--- src/rtl/fft_input_buffer_if.sv ---
// ============================================================================
//  Module      : fft_input_buffer_if
//  Description : Sample-in / frame-out stream bundle for the FFT input buffer.
//  Revision    : 1.0 - initial release
// ============================================================================
`default_nettype none

interface fft_input_buffer_if #(
    parameter int W = 16
);
    logic [W-1:0]   in_data;
    logic           in_valid;
    logic           in_ready;
    logic [8*W-1:0] out_data;
    logic           out_valid;
    logic           out_ready;

    // Environment side: drives samples in and accepts frames out.
    modport master (
        output in_data,
        output in_valid,
        input  in_ready,
        input  out_data,
        input  out_valid,
        output out_ready
    );

    // Buffer side.
    modport slave (
        input  in_data,
        input  in_valid,
        output in_ready,
        output out_data,
        output out_valid,
        input  out_ready
    );
endinterface

`default_nettype wire

--- src/rtl/fft_input_buffer.sv ---
// ============================================================================
//  Module      : fft_input_buffer
//  Description : Two-bank ping-pong buffer; stores 8-sample frames in
//                bit-reversed slot order and presents them in parallel.
//  Revision    : 1.0 - initial release
// ============================================================================
`default_nettype none

module fft_input_buffer #(
    parameter int W = 16
) (
    input  logic                 clk,
    input  logic                 rst,
    fft_input_buffer_if.slave    bus
);

    typedef enum logic [0:0] {
        EMPTY = 1'b0,
        FULL  = 1'b1
    } bank_state_e;

    bank_state_e           bank_state_q [2];
    bank_state_e           bank_state_d [2];
    logic [7:0][W-1:0]     slots_q      [2];
    logic                  wr_bank_q, wr_bank_d;
    logic                  rd_bank_q, rd_bank_d;
    logic [2:0]            idx_q, idx_d;
    logic                  accept;
    logic                  transfer;

    function automatic logic [2:0] bitrev3(input logic [2:0] v);
        return {v[0], v[1], v[2]};
    endfunction

    // Handshake outputs depend only on registered bank state.
    assign bus.in_ready  = (bank_state_q[wr_bank_q] == EMPTY);
    assign bus.out_valid = (bank_state_q[rd_bank_q] == FULL);
    assign bus.out_data  = slots_q[rd_bank_q];

    assign accept   = bus.in_valid  & bus.in_ready;
    assign transfer = bus.out_valid & bus.out_ready;

    // Fill and drain never target the same bank in one cycle, so both
    // state updates below can apply independently.
    always_comb begin
        bank_state_d = bank_state_q;
        wr_bank_d    = wr_bank_q;
        rd_bank_d    = rd_bank_q;
        idx_d        = idx_q;

        if (accept) begin
            idx_d = idx_q + 3'd1;
            if (idx_q == 3'd7) begin
                bank_state_d[wr_bank_q] = FULL;
                wr_bank_d               = ~wr_bank_q;
            end
        end

        if (transfer) begin
            bank_state_d[rd_bank_q] = EMPTY;
            rd_bank_d               = ~rd_bank_q;
        end
    end

    always_ff @(posedge clk) begin
        if (rst) begin
            for (int b = 0; b < 2; b++) begin
                bank_state_q[b] <= EMPTY;
                slots_q[b]      <= '0;
            end
            wr_bank_q <= 1'b0;
            rd_bank_q <= 1'b0;
            idx_q     <= 3'd0;
        end else begin
            for (int b = 0; b < 2; b++) begin
                bank_state_q[b] <= bank_state_d[b];
            end
            wr_bank_q <= wr_bank_d;
            rd_bank_q <= rd_bank_d;
            idx_q     <= idx_d;
            if (accept) begin
                slots_q[wr_bank_q][bitrev3(idx_q)] <= bus.in_data;
            end
        end
    end

endmodule

`default_nettype wire

--- src/flat_wrapper.sv ---
// flat-port wrapper written by rule: the top's interface ports become plain ports
module fft_input_buffer_flat 
#(
    parameter int W = 16
)
  (clk, rst, bus_in_data, bus_in_valid, bus_in_ready, bus_out_data, bus_out_valid, bus_out_ready);
  fft_input_buffer_if #(.W(W)) bus_i ();
  input  logic clk;
  input  logic rst;
  input wire logic [$bits(bus_i.in_data)-1:0] bus_in_data;
  input wire logic [$bits(bus_i.in_valid)-1:0] bus_in_valid;
  output wire logic [$bits(bus_i.in_ready)-1:0] bus_in_ready;
  output wire logic [$bits(bus_i.out_data)-1:0] bus_out_data;
  output wire logic [$bits(bus_i.out_valid)-1:0] bus_out_valid;
  input wire logic [$bits(bus_i.out_ready)-1:0] bus_out_ready;
  assign bus_i.in_data = bus_in_data;
  assign bus_i.in_valid = bus_in_valid;
  assign bus_in_ready = bus_i.in_ready;
  assign bus_out_data = bus_i.out_data;
  assign bus_out_valid = bus_i.out_valid;
  assign bus_i.out_ready = bus_out_ready;
  fft_input_buffer #(.W(W)) u_core (.clk(clk), .rst(rst), .bus(bus_i));
endmodule
--- config.mk ---
export PLATFORM = sky130hd
export DESIGN_NAME = fft_input_buffer_flat
export DESIGN_NICKNAME = d
export VERILOG_FILES = /design/src/rtl/fft_input_buffer_if.sv /design/src/rtl/fft_input_buffer.sv /design/src/flat_wrapper.sv
export SDC_FILE = /design/constraint.sdc
export NUM_CORES = 1
export LEC_CHECK = 0
export CORE_UTILIZATION = 50
export CTS_CLUSTER_DIAMETER = 150
export DETAILED_ROUTE_END_ITERATION = 6
export HOLD_SLACK_MARGIN = 0.05
export PLACE_DENSITY = 0.76
export SLEW_MARGIN = 20
export SYNTH_ARGS = -nofsm -noshare
export SYNTH_HDL_FRONTEND = slang
export SYNTH_SLANG_ARGS = --single-unit
--- constraint.sdc ---
create_clock -name clk -period 2 [get_ports clk]
set_input_delay 0.4 -clock clk [delete_from_list [all_inputs] [get_ports clk]]
set_output_delay 0.4 -clock clk [all_outputs]
set_load 0.02 [all_outputs]
==> results of run 1 <==
==> power by group through the flow <==
stage / clock (W) / sequential [W] / combinational (W)
3_5_place_dp: 0 / 0.00645 / 0.00108
2_1_floorplan: 0 / 0.00643 / 0.000502
4_1_cts: 0.00506 / 0.00633 / 0.00104
3_3_place_gp: 0 / 0.00643 / 0.00108
6_report: 0.00504 / 0.00634 / 0.00114
5_1_grt: 0.00528 / 0.00636 / 0.00120
==> through the flow <==
step / TNS, ns / hold WS [ns] / power (W) / instances
final: -18.43 / 0.583 / 0.0125 / 1353
after CTS: -22.02 / 0.573 / 0.0124 / 1330
after detailed placement: -52.02 / 0.554 / 0.00753 / 1257
after floorplan: 0 / 0.495 / 0.00693 / 773
after global placement: -35.56 / 0.543 / 0.00751 / 1257
after global routing: -23.71 / 0.614 / 0.0128 / 1353
==> sequential cells by signal, indices dropped and copies added (netlist names), named ones only <==
| signal | flops |
|---|---|
| u_core.bank_state_q | 2 |
| u_core.idx_q | 3 |
| u_core.rd_bank_q | 1 |
| u_core.slots_q | 256 |
| u_core.wr_bank_q | 1 |
==> layout by cell type (no fill, tap or decap), types with 4 or more instances in the layout <==
cell	count
clkinv_1	6
dfxtp_1	6
nand2b_4	5
clkdlybuf4s50_1	19
buf_12	23
and2_2	6
clkbuf_16	31
mux2_2	29
buf_8	4
buf_2	19
nand2b_1	4
edfxtp_1	256
ha_1	6
bufinv_16	4
or2_2	12
buf_16	4
nor3_4	9
a21oi_1	4
clkinv_2	6
mux2_4	100
buf_6	97
and2_1	251
clkbuf_1	4
buf_4	91
==> critical path, delay by kind of cell, from the launching register on <==
kind | cells | cell delay [ns]
DFF | 1 | 0.41
buffers and inverters | 4 | 0.58
muxes | 1 | 0.31
==> cells by family (layout without fill, tap and decap cells) <==
family                     count (synthesis)  count (layout)
AOI/OAI and AO/OA                          8               8
adders and majority gates                  6               6
buffers and inverters                     54             315
DFF                                      264             264
muxes                                    130             130
and+or+nand+nor                          311             311
==> per-layer routing <==
layer  wire length (um)  track usage, %  vias to the layer above
li1                   -               -                     3219
met1              11600            28.4                     3595
met2              15300            40.4                      204
met3               1370            3.25                       49
met4                752            7.89                        0
met5                  0               0                        -
==> final timing paths <==
path | startpoint | end | slack (ns)
setup / recovery | flip-flop | bus_out_data[96] | -0.23
setup reg to reg | u_core.idx_q[1] | u_core.slots_q[0][120] | 0.13
hold reg to reg | u_core.idx_q[2] | u_core.idx_q[2] | 0.58
hold / removal | u_core.idx_q[2] | u_core.idx_q[2] | 0.58
==> cells in the mapped netlist, types with 2 or more instances <==
cell type	number
nand2b_4	5
buf_4	5
or2_2	12
dfxtp_1	8
nor2_1	4
nor4_4	3
mux2_2	129
and4bb_2	2
buf_6	6
nand2b_1	4
clkbuf_1	25
nand4b_1	2
edfxtp_1	256
nor3_1	3
nor3_4	9
buf_2	14
and2_2	6
and2_1	251
or2_1	3
a21oi_1	4
inv_1	3
ha_1	6
==> timing repair <==
action | in CTS | in global routing
hold buffers | 0 | 0
setup buffers | 18 | 24
pin swaps | 0 | 0
gates cloned | 6 | 5
setup endpoints to repair | 146 | 130
resized for setup | 662 | 195
==> final cells by class <==
type	count	area [sq um]
Inverter	3	11.3
Clock inverter	18	188
Sequential cell	264	7850
Fill cell	1543	7330
Tap cell	319	399
Multi-Input combinational cell	455	4120
Clock buffer	31	691
Timing Repair Buffer	263	2810
==> impl_results.md, run 1 <==
* Worst path slowest cell: dfxtp_4
* Inserted Diodes at 0
* Max-slew headroom at between 60 and 70%
* Share of cells above drive strength 1 at 44.0%
* Peak Freq at 0.449 GHz
* Vias at 7067
* Iteration count of the initial detailed-routing pass at 5
* Hold Crit Depth at 2
* Slew @ Worst Pin at between 0.5 and 0.6 ns
* Post-synth ARST share at 0%
* RSZ-0062 raised after global routing: yes
* Maximum buffer depth of the clock tree at 3
* Number of global-route vias before repair at 7088
* Layout Cell Area excl Fill at 0.0161 sq mm
* Detailed-route wire length at 29000 um
* Core region area at 0.0234 sq mm
* NetSw at 0.00274 W
* Clock group share of total power at 40.2%
* Post-synthesis net count at 799
* Total gr overflow at 0
* Cells after synthesis at just under 800
* Clock sinks at 264
* Critical Path RT at roughly 1.6 ns
* Syn_area_per_cell at 15.4 sq um
* Worst setup SP type: flip-flop
* Worst setup margin at -0.228 ns
* Avg WL per Cell at 21.5 um
* Max-Cap Viols at 0
* Synth Area in Compound Gates at 0.390%
* CTS root buffer: clkbuf_16
* Global-route wire length before repair at 41200 um
* Crit Path Max Fanout at 5
* Row count at 56
* CP cell instances: buf_8 > buf_8 > clkbuf_16 > mux2_4 > buf_6
* Cell leakage power at 6.53 nW
* Peak VDD IR at 656 uV
* CTS tree: yes
* Post-synthesis sequential area ratio at 66.1%
* Distinct cells, synth at 35
* Outcome: finished with violations
* Die area at between 0.02 and 0.025 sq mm
* Initial core utilization at between 50% and 60%
* Gate power share at 9.1%
* IO Pins at 150
* Detailed Place HPWL at 16300 um
* Net Sw Frac at 21.9%
* Ys flop type: edfxtp_1
* Internal power at 0.00978 W
* Post-synth EDFFs at 256
* Critical path capture point type: output port
* Synth Register Bits at 264
* Pin count of the biggest net entering global routing at 19
* Die W at between 150 and 200 um
* Fin. max-slew vios at 0
* IO Port Bufs at 149
* XOR/XNOR share of the synthesized area at 0%
* Avg Vias per Cell at 5.22
* Initial DRC Count at 404
* Final net count at 1040
* Final clock skew at 0.0142 ns
* Top cell type by total area after synthesis: edfxtp_1
* DP Area at 0.0142 sq mm
* Post-DRT Antenna Nets at 0
* Placement Setup Slack at -0.399 ns
* DRC at 0
* Initial antenna violation count at 3
* CP most frequent cell: buf_8
* Length in cells of the worst reg-to-reg path at 5
* Critical path type: reg2out
* Post-synthesis simple-gate area fraction at 18.2%
* Failing checks: setup timing
* Layout area overhead at 35.3%
* Power per cell area at 779 mW/mm^2
* Count of final setup violators at 128
* Hold crit path type: reg2reg
* Multiplexer share of the synthesized area at 12.3%
* Synth Warn # at 0
* Min cycle time layout at about 2.2 ns
* Die H at 156 um
* Synth top area share at 64.7%
* Worst-path clk slew at 0.06 ns
* H-tree levels at 1
* Top area cells in the synthesized netlist: edfxtp_1 65%, and2_1 13%, mux2_2 12%, dfxtp_1 1.3%, nor3_4 1.2%
* Utilization after layout at 68.7%
* Largest family of logic cells by synthesized area: simple AND/OR/NAND/NOR gates
* Flop pwr share at between 50% and 60%
* Gr usage total at between 20% and 30%
* Crit-path max cell delay at a little over 0.4 ns
* Critical Path AT at 1.83 ns
* Fin crit share at 111%
* Fin. Hold Viols at 0
* Worst-Skew Late Latency at between 0.5 and 0.6 ns
* Gpl congestion at 0.792
* Mapped Area at ~0.012 sq mm
* CTS Buf Count at 27
* Adder-cell share of the synthesized area at 0.632%
(Power assumes the default switching activity.)
==> run 2: changes to the inputs <==
- ABC_AREA: not set -> 0
- CORE_MARGIN: not set -> 2
==> impl_results.md, run 2 (synthesis gave the netlist of run 1 again) <==
* Row count at 56
* Max-Cap Viols at 0
* Max reg flops at 256
* IO Pins at 150
* Layout area overhead at 30.6%
* Peak Freq at 0.461 GHz
* Number of global-route vias before repair at around 6900
* Area occupied by multi-input gates at 0.00400 sq mm
* Fin. Hold Viols at 0
* Clock sinks at 264
* H-tree levels at 1
* Utilization after layout at 66.3%
* CP cell instances: buf_12 > buf_12 > buf_12 > mux2_4 > buf_6
* Share of cells above drive strength 1 at 42.8%
* Setup_tns at -13.54 ns
* Reg2reg setup slack at 0.09 ns
* Placement Setup Slack at -0.282 ns
* Regs by FF count: u_core.slots_q (256), u_core.idx_q (3), u_core.bank_state_q (2)
* Peak VDD IR at 880 uV
* Core region area at 0.0234 sq mm
* Initial core utilization at between 50 and 60%
* Detailed-route wire length at about 27000 um
* Hold crit path type: reg2reg
* Count of final setup violators at 128
* Worst-path clk slew at 0.06 ns
* Worst setup SP type: flip-flop
* Critical path type: reg2out
* Min-delay src: u_core.idx_q[1]
* Slew @ Worst Pin at 0.667 ns
* Die H at around 160 um
* Sequential cell area at 0.00785 sq mm
* Layout Cell Area excl Fill at 0.0155 sq mm
* Largest Register: u_core.slots_q
* Worst setup margin at -0.171 ns
* Gr usage total at 21.5%
* CTS tree: yes
* Outcome: finished with violations
* Placed Cells incl. Taps at ~1300
* Vias at 6838
* Avg WL per Cell at 20.1 um
* Gpl congestion at 0.802
* Avg Vias per Cell at 5.11
* Worst-Skew Late Latency at 0.51 ns
* Final net count at 1025
* Post-DRT Antenna Nets at 0
* Max-slew headroom at 55.5%
* Initial DRC Count at 395
* Fin crit share at 109%
* Commonest non-fill, non-tap cell in the layout: edfxtp_1
* Cell leakage power at 6.26 nW
* CP most frequent cell: buf_12
* Crit Path Max Fanout at 8
* RR Startpoint: u_core.idx_q[1]
* Min cycle time layout at about 2.2 ns
* Initial antenna violation count at 0
* Maximum buffer depth of the clock tree at 3
* DP Area at 0.0144 sq mm
* Failing checks: setup timing
* IO Port Bufs at approximately 150
* Worst path slowest cell: dfxtp_4
* Pin count of the biggest net entering global routing at 17
* CTS Hold Buffers Added at 0
* Die area at 0.0250 sq mm
* Total gr overflow at 0
* Most frequent cells in the layout: 256 x edfxtp_1, 251 x and2_1, 73 x buf_6
* Fin. max-slew vios at 0
* Critical Path RT at 1.60 ns
* Detailed Place HPWL at 16600 um
* RSZ-0062 raised after global routing: yes
* Post-Layout Cell Count at 1338
* Critical path capture point type: output port
* DRC at 0
* Iteration count of the initial detailed-routing pass at 4
* CTS Buf Count at 26
* Global-route wire length before repair at around 40000 um
* Power per cell area at slightly below 800 mW/mm^2
* Crit-path max cell delay at 0.39 ns
* Final clock skew at about 0.0095 ns
* Die W at about 160 um
* Fill cells at 1663
* CTS root buffer: clkbuf_16
* Critical Path AT at 1.77 ns
run 2: cell type report:
class,instances,share of cell area (%)
sequential,264,50.6
multi-input combinational,455,25.8
timing repair buffer,249,15.7
clock buffer,32,4.48
tap,319,2.57
clock inverter,15,0.758
inverter,3,0.0726
antenna,1,0.0161
run 2: metal layers:
layer / vias up / routed length [um] / global-route usage, %
met5: - / 0 / 0
met2: 199 / 13600 / 36.5
met3: 47 / 1330 / 3.39
li1: 3191 / - / -
met1: 3401 / 11200 / 28.4
met4: 0 / 760 / 7.51
run 2: where the power goes:
part	internal (W)	leakage (nW)	switching [W]	total, W
registers	0.00627	2.71	0.0000639	0.00634
clock network	0.00271	0.395	0.00196	0.00467
logic	0.000485	3.15	0.000605	0.00109
run 2: metrics by stage:
stage / power [W] / hold WS (ns)
after floorplan: 0.00693 / 0.495
after global placement: 0.00751 / 0.540
after detailed placement: 0.00753 / 0.545
after CTS: 0.0121 / 0.562
after global routing: 0.0125 / 0.595
final: 0.0121 / 0.555
run 2: repair_timing:
item                       in CTS  in global routing
setup buffers                   9                  9
setup endpoints to repair     146                145
resized for setup             587                154
cloned                          1                  2
run 2: final timing paths:
| path | to | cells after the start |
|---|---|---|
| worst min-delay path | u_core.idx_q[1] | 2 |
| worst max register to register | u_core.slots_q[0][118] | 5 |
| worst min register to register | u_core.idx_q[1] | 2 |
| worst max-delay path | bus_out_data[68] | 5 |
run 2: critical path: cells and delay by family (launching register included):
family / cells / cell delay [ns]
buffers and inverters: 4 / 0.55
DFF: 1 / 0.39
muxes: 1 / 0.31
==> run 3: changes to the inputs <==
- CORE_MARGIN: 2 -> 8
- GPL_ROUTABILITY_DRIVEN: not set -> 0
==> impl_results.md, run 3 (synthesis gave the netlist of run 1 again) <==
* Worst path slowest cell: dfxtp_4
* CTS tree: yes
* NetSw at 0.00278 W
* DRC at 0
* Met3 WL at 1650 um
* Max-slew headroom at a little under three fifths
* Row count at 56
* Peak VDD IR at around 650 uV
* Fin. Hold Viols at 0
* Flop pwr share at 50.0%
* Post-Route M1 WL at 11700 um
* Die H at 170 um
* Most frequent cells in the layout: 256 x edfxtp_1, 251 x and2_1, 98 x buf_6
* Max reg flops at approximately 260
* Detailed-route wire length at ~30000 um
* Gate power share at 9.0%
* Count of final setup violators at 128
* Crit-path max cell delay at 0.41 ns
* Commonest non-fill, non-tap cell in the layout: edfxtp_1
* Delay-heaviest family, CP: buffers and inverters
* Largest Register: u_core.slots_q
* Net Sw Frac at 21.9%
* Failing checks: setup timing
* Hold Path End: u_core.idx_q[2]
* Critical R2R Capture: u_core.slots_q[0][113]
* Max-Cap Viols at 0
* Fill cells at 1586
* Critical path capture point type: output port
* Layout Cell Area excl Fill at 0.0160 sq mm
* Maximum buffer depth of the clock tree at 3
* CTS Buf Count at 27
* Regs by FF count: u_core.slots_q (256), u_core.idx_q (3), u_core.bank_state_q (2)
* Clock group share of total power at 41.0%
* Core region area at 0.0234 sq mm
* Worst-Skew Late Latency at 0.53 ns
* Initial antenna violation count at 0
* Die area at 0.0289 sq mm
* CTS root buffer: clkbuf_16
* Share of cells above drive strength 1 at 43.6%
* Internal power at 0.00992 W
* Worst setup margin at -0.209 ns
* Total gr overflow at 0
* Hold crit path type: reg2reg
* Peak Freq at 0.453 GHz
* Avg Vias per Cell at 5.24
* Cell leakage power at 6.41 nW
* Final net count at around 1000
* RR Startpoint: u_core.idx_q[1]
* Metal2 WL at 16300 um
* Length in cells of the worst reg-to-reg path at 5
* Gr usage total at 20.4%
* Reg2reg setup slack at 0.08 ns
* Tot Pwr at between 0.01 and 0.015 W
* Initial DRC Count at 451
* Iteration count of the initial detailed-routing pass at 5
* CP cell instances: buf_12 > buf_12 > buf_16 > mux2_4 > buf_6
* Crit Path Max Fanout at 6
* Slew @ Worst Pin at 0.638 ns
* IO Port Bufs at 149
* Outcome: finished with violations
* H-tree levels at 1
* Min cycle time layout at 2.21 ns
* CP most frequent cell: buf_12
* Layout area overhead at 34.4%
* Global-route wire length before repair at 44300 um
* Number of global-route vias before repair at 7411
* Avg WL per Cell at 22.8 um
* Post-DRT Antenna Nets at 0
* Clock sinks at 264
* DR top layer: met4
* Critical Path AT at around 1.8 ns
* Worst path bufs/invs at 4
* Worst-path clk slew at ~0.060 ns
* Utilization after layout at between 60% and 70%
* Final clock skew at approximately 0.017 ns
* Min-delay src: u_core.idx_q[2]
* DP Area at ~0.014 sq mm
* Initial core utilization at 50.7%
* Critical Path RT at 1.60 ns
* Fin. max-slew vios at 0
* Detailed Place HPWL at 17700 um
* Power per cell area at 796 mW/mm^2
* Critical path type: reg2out
* RSZ-0062 raised after global routing: yes
* Worst setup SP type: flip-flop
* Fin crit share at 110%
* IO Pins at 150
* Pin count of the biggest net entering global routing at 20
* Die W at 170 um
* Vias at 6990
* Hold Crit Depth at 2
[run 3: cell types whose count changed in the layout (fill, tap and decap cells not counted), sizes merged, moves of 3 or more]
cell / change
clkbuf: -3
buf: -8
bufinv: +3
clkinvlp: +4
clkinv: -3
[run 3: timing repair]
| action | CTS | global route |
|---|---|---|
| gates cloned | 9 | 2 |
| setup buffers | 14 | 2 |
| endpoints found under the setup margin | 147 | 130 |
| hold buffers | 0 | 0 |
| gates resized for setup | 690 | 135 |
| hold endpoints to repair | 0 | 0 |
[run 3: how the worst max path moves through the flow]
| stage | start | to | slack [ns] | cells after the start |
|---|---|---|---|---|
| 3_3_place_gp | bus_in_valid | u_core.slots_q[1][98] | -0.22 | 5 |
| 4_1_cts | flip-flop | bus_out_data[3] | -0.26 | 5 |
| 2_1_floorplan | u_core.idx_q[2] | u_core.slots_q[1][100] | 0.11 | 4 |
| 6_report | flip-flop | bus_out_data[127] | -0.21 | 5 |
| 3_5_place_dp | bus_in_valid | u_core.slots_q[1][127] | -0.29 | 4 |
| 5_1_grt | flip-flop | bus_out_data[50] | -0.25 | 5 |
[run 3: layout make-up]
class | instances | area (sq um) | share of cell area [%]
Multi-Input combinational cell | 455 | 4090 | 25.6
Inverter | 3 | 11.3 | 0.0706
Clock inverter | 20 | 239 | 1.50
Tap cell | 319 | 399 | 2.50
Clock buffer | 29 | 683 | 4.28
Antenna cell | 2 | 5.00 | 0.0314
Sequential cell | 264 | 7850 | 49.2
Timing Repair Buffer | 241 | 2670 | 16.8
[run 3: layer usage]
layer  GRT usage (%)  vias to the layer above
met1            23.5                     3546
met2            38.0                      214
li1                -                     3178
met5               0                        -
met4            6.52                        0
met3            3.52                       52
[run 3: worst reg2reg max path, delay by kind of cell, from the launching register on]
family                   cells  cell delay, ns
AND/OR/NAND/NOR              2            0.71
adder cells (fa/ha/maj)      2            0.43
flip-flops                   1            0.33
buffers and inverters        1            0.14
[run 3: through the flow]
step                      instances  TNS [ns]  hold slack, ns  setup slack [ns]
after floorplan                 773         0           0.495             0.108
after global placement         1258    -52.89           0.540            -0.216
after CTS                      1330    -22.82           0.573            -0.260
after global routing           1331    -24.06           0.609            -0.249
after detailed placement       1258    -66.44           0.567            -0.294
final                          1333    -17.99           0.575            -0.209
[run 3: power by group through the flow]
stage / Sequential (W) / Clock, W / Combinational (W)
after floorplan: 0.00643 / 0 / 0.000502
after global placement: 0.00643 / 0 / 0.00108
after detailed placement: 0.00645 / 0 / 0.00109
after CTS: 0.00634 / 0.00524 / 0.00108
after global routing: 0.00636 / 0.00547 / 0.00120
final: 0.00635 / 0.00520 / 0.00115
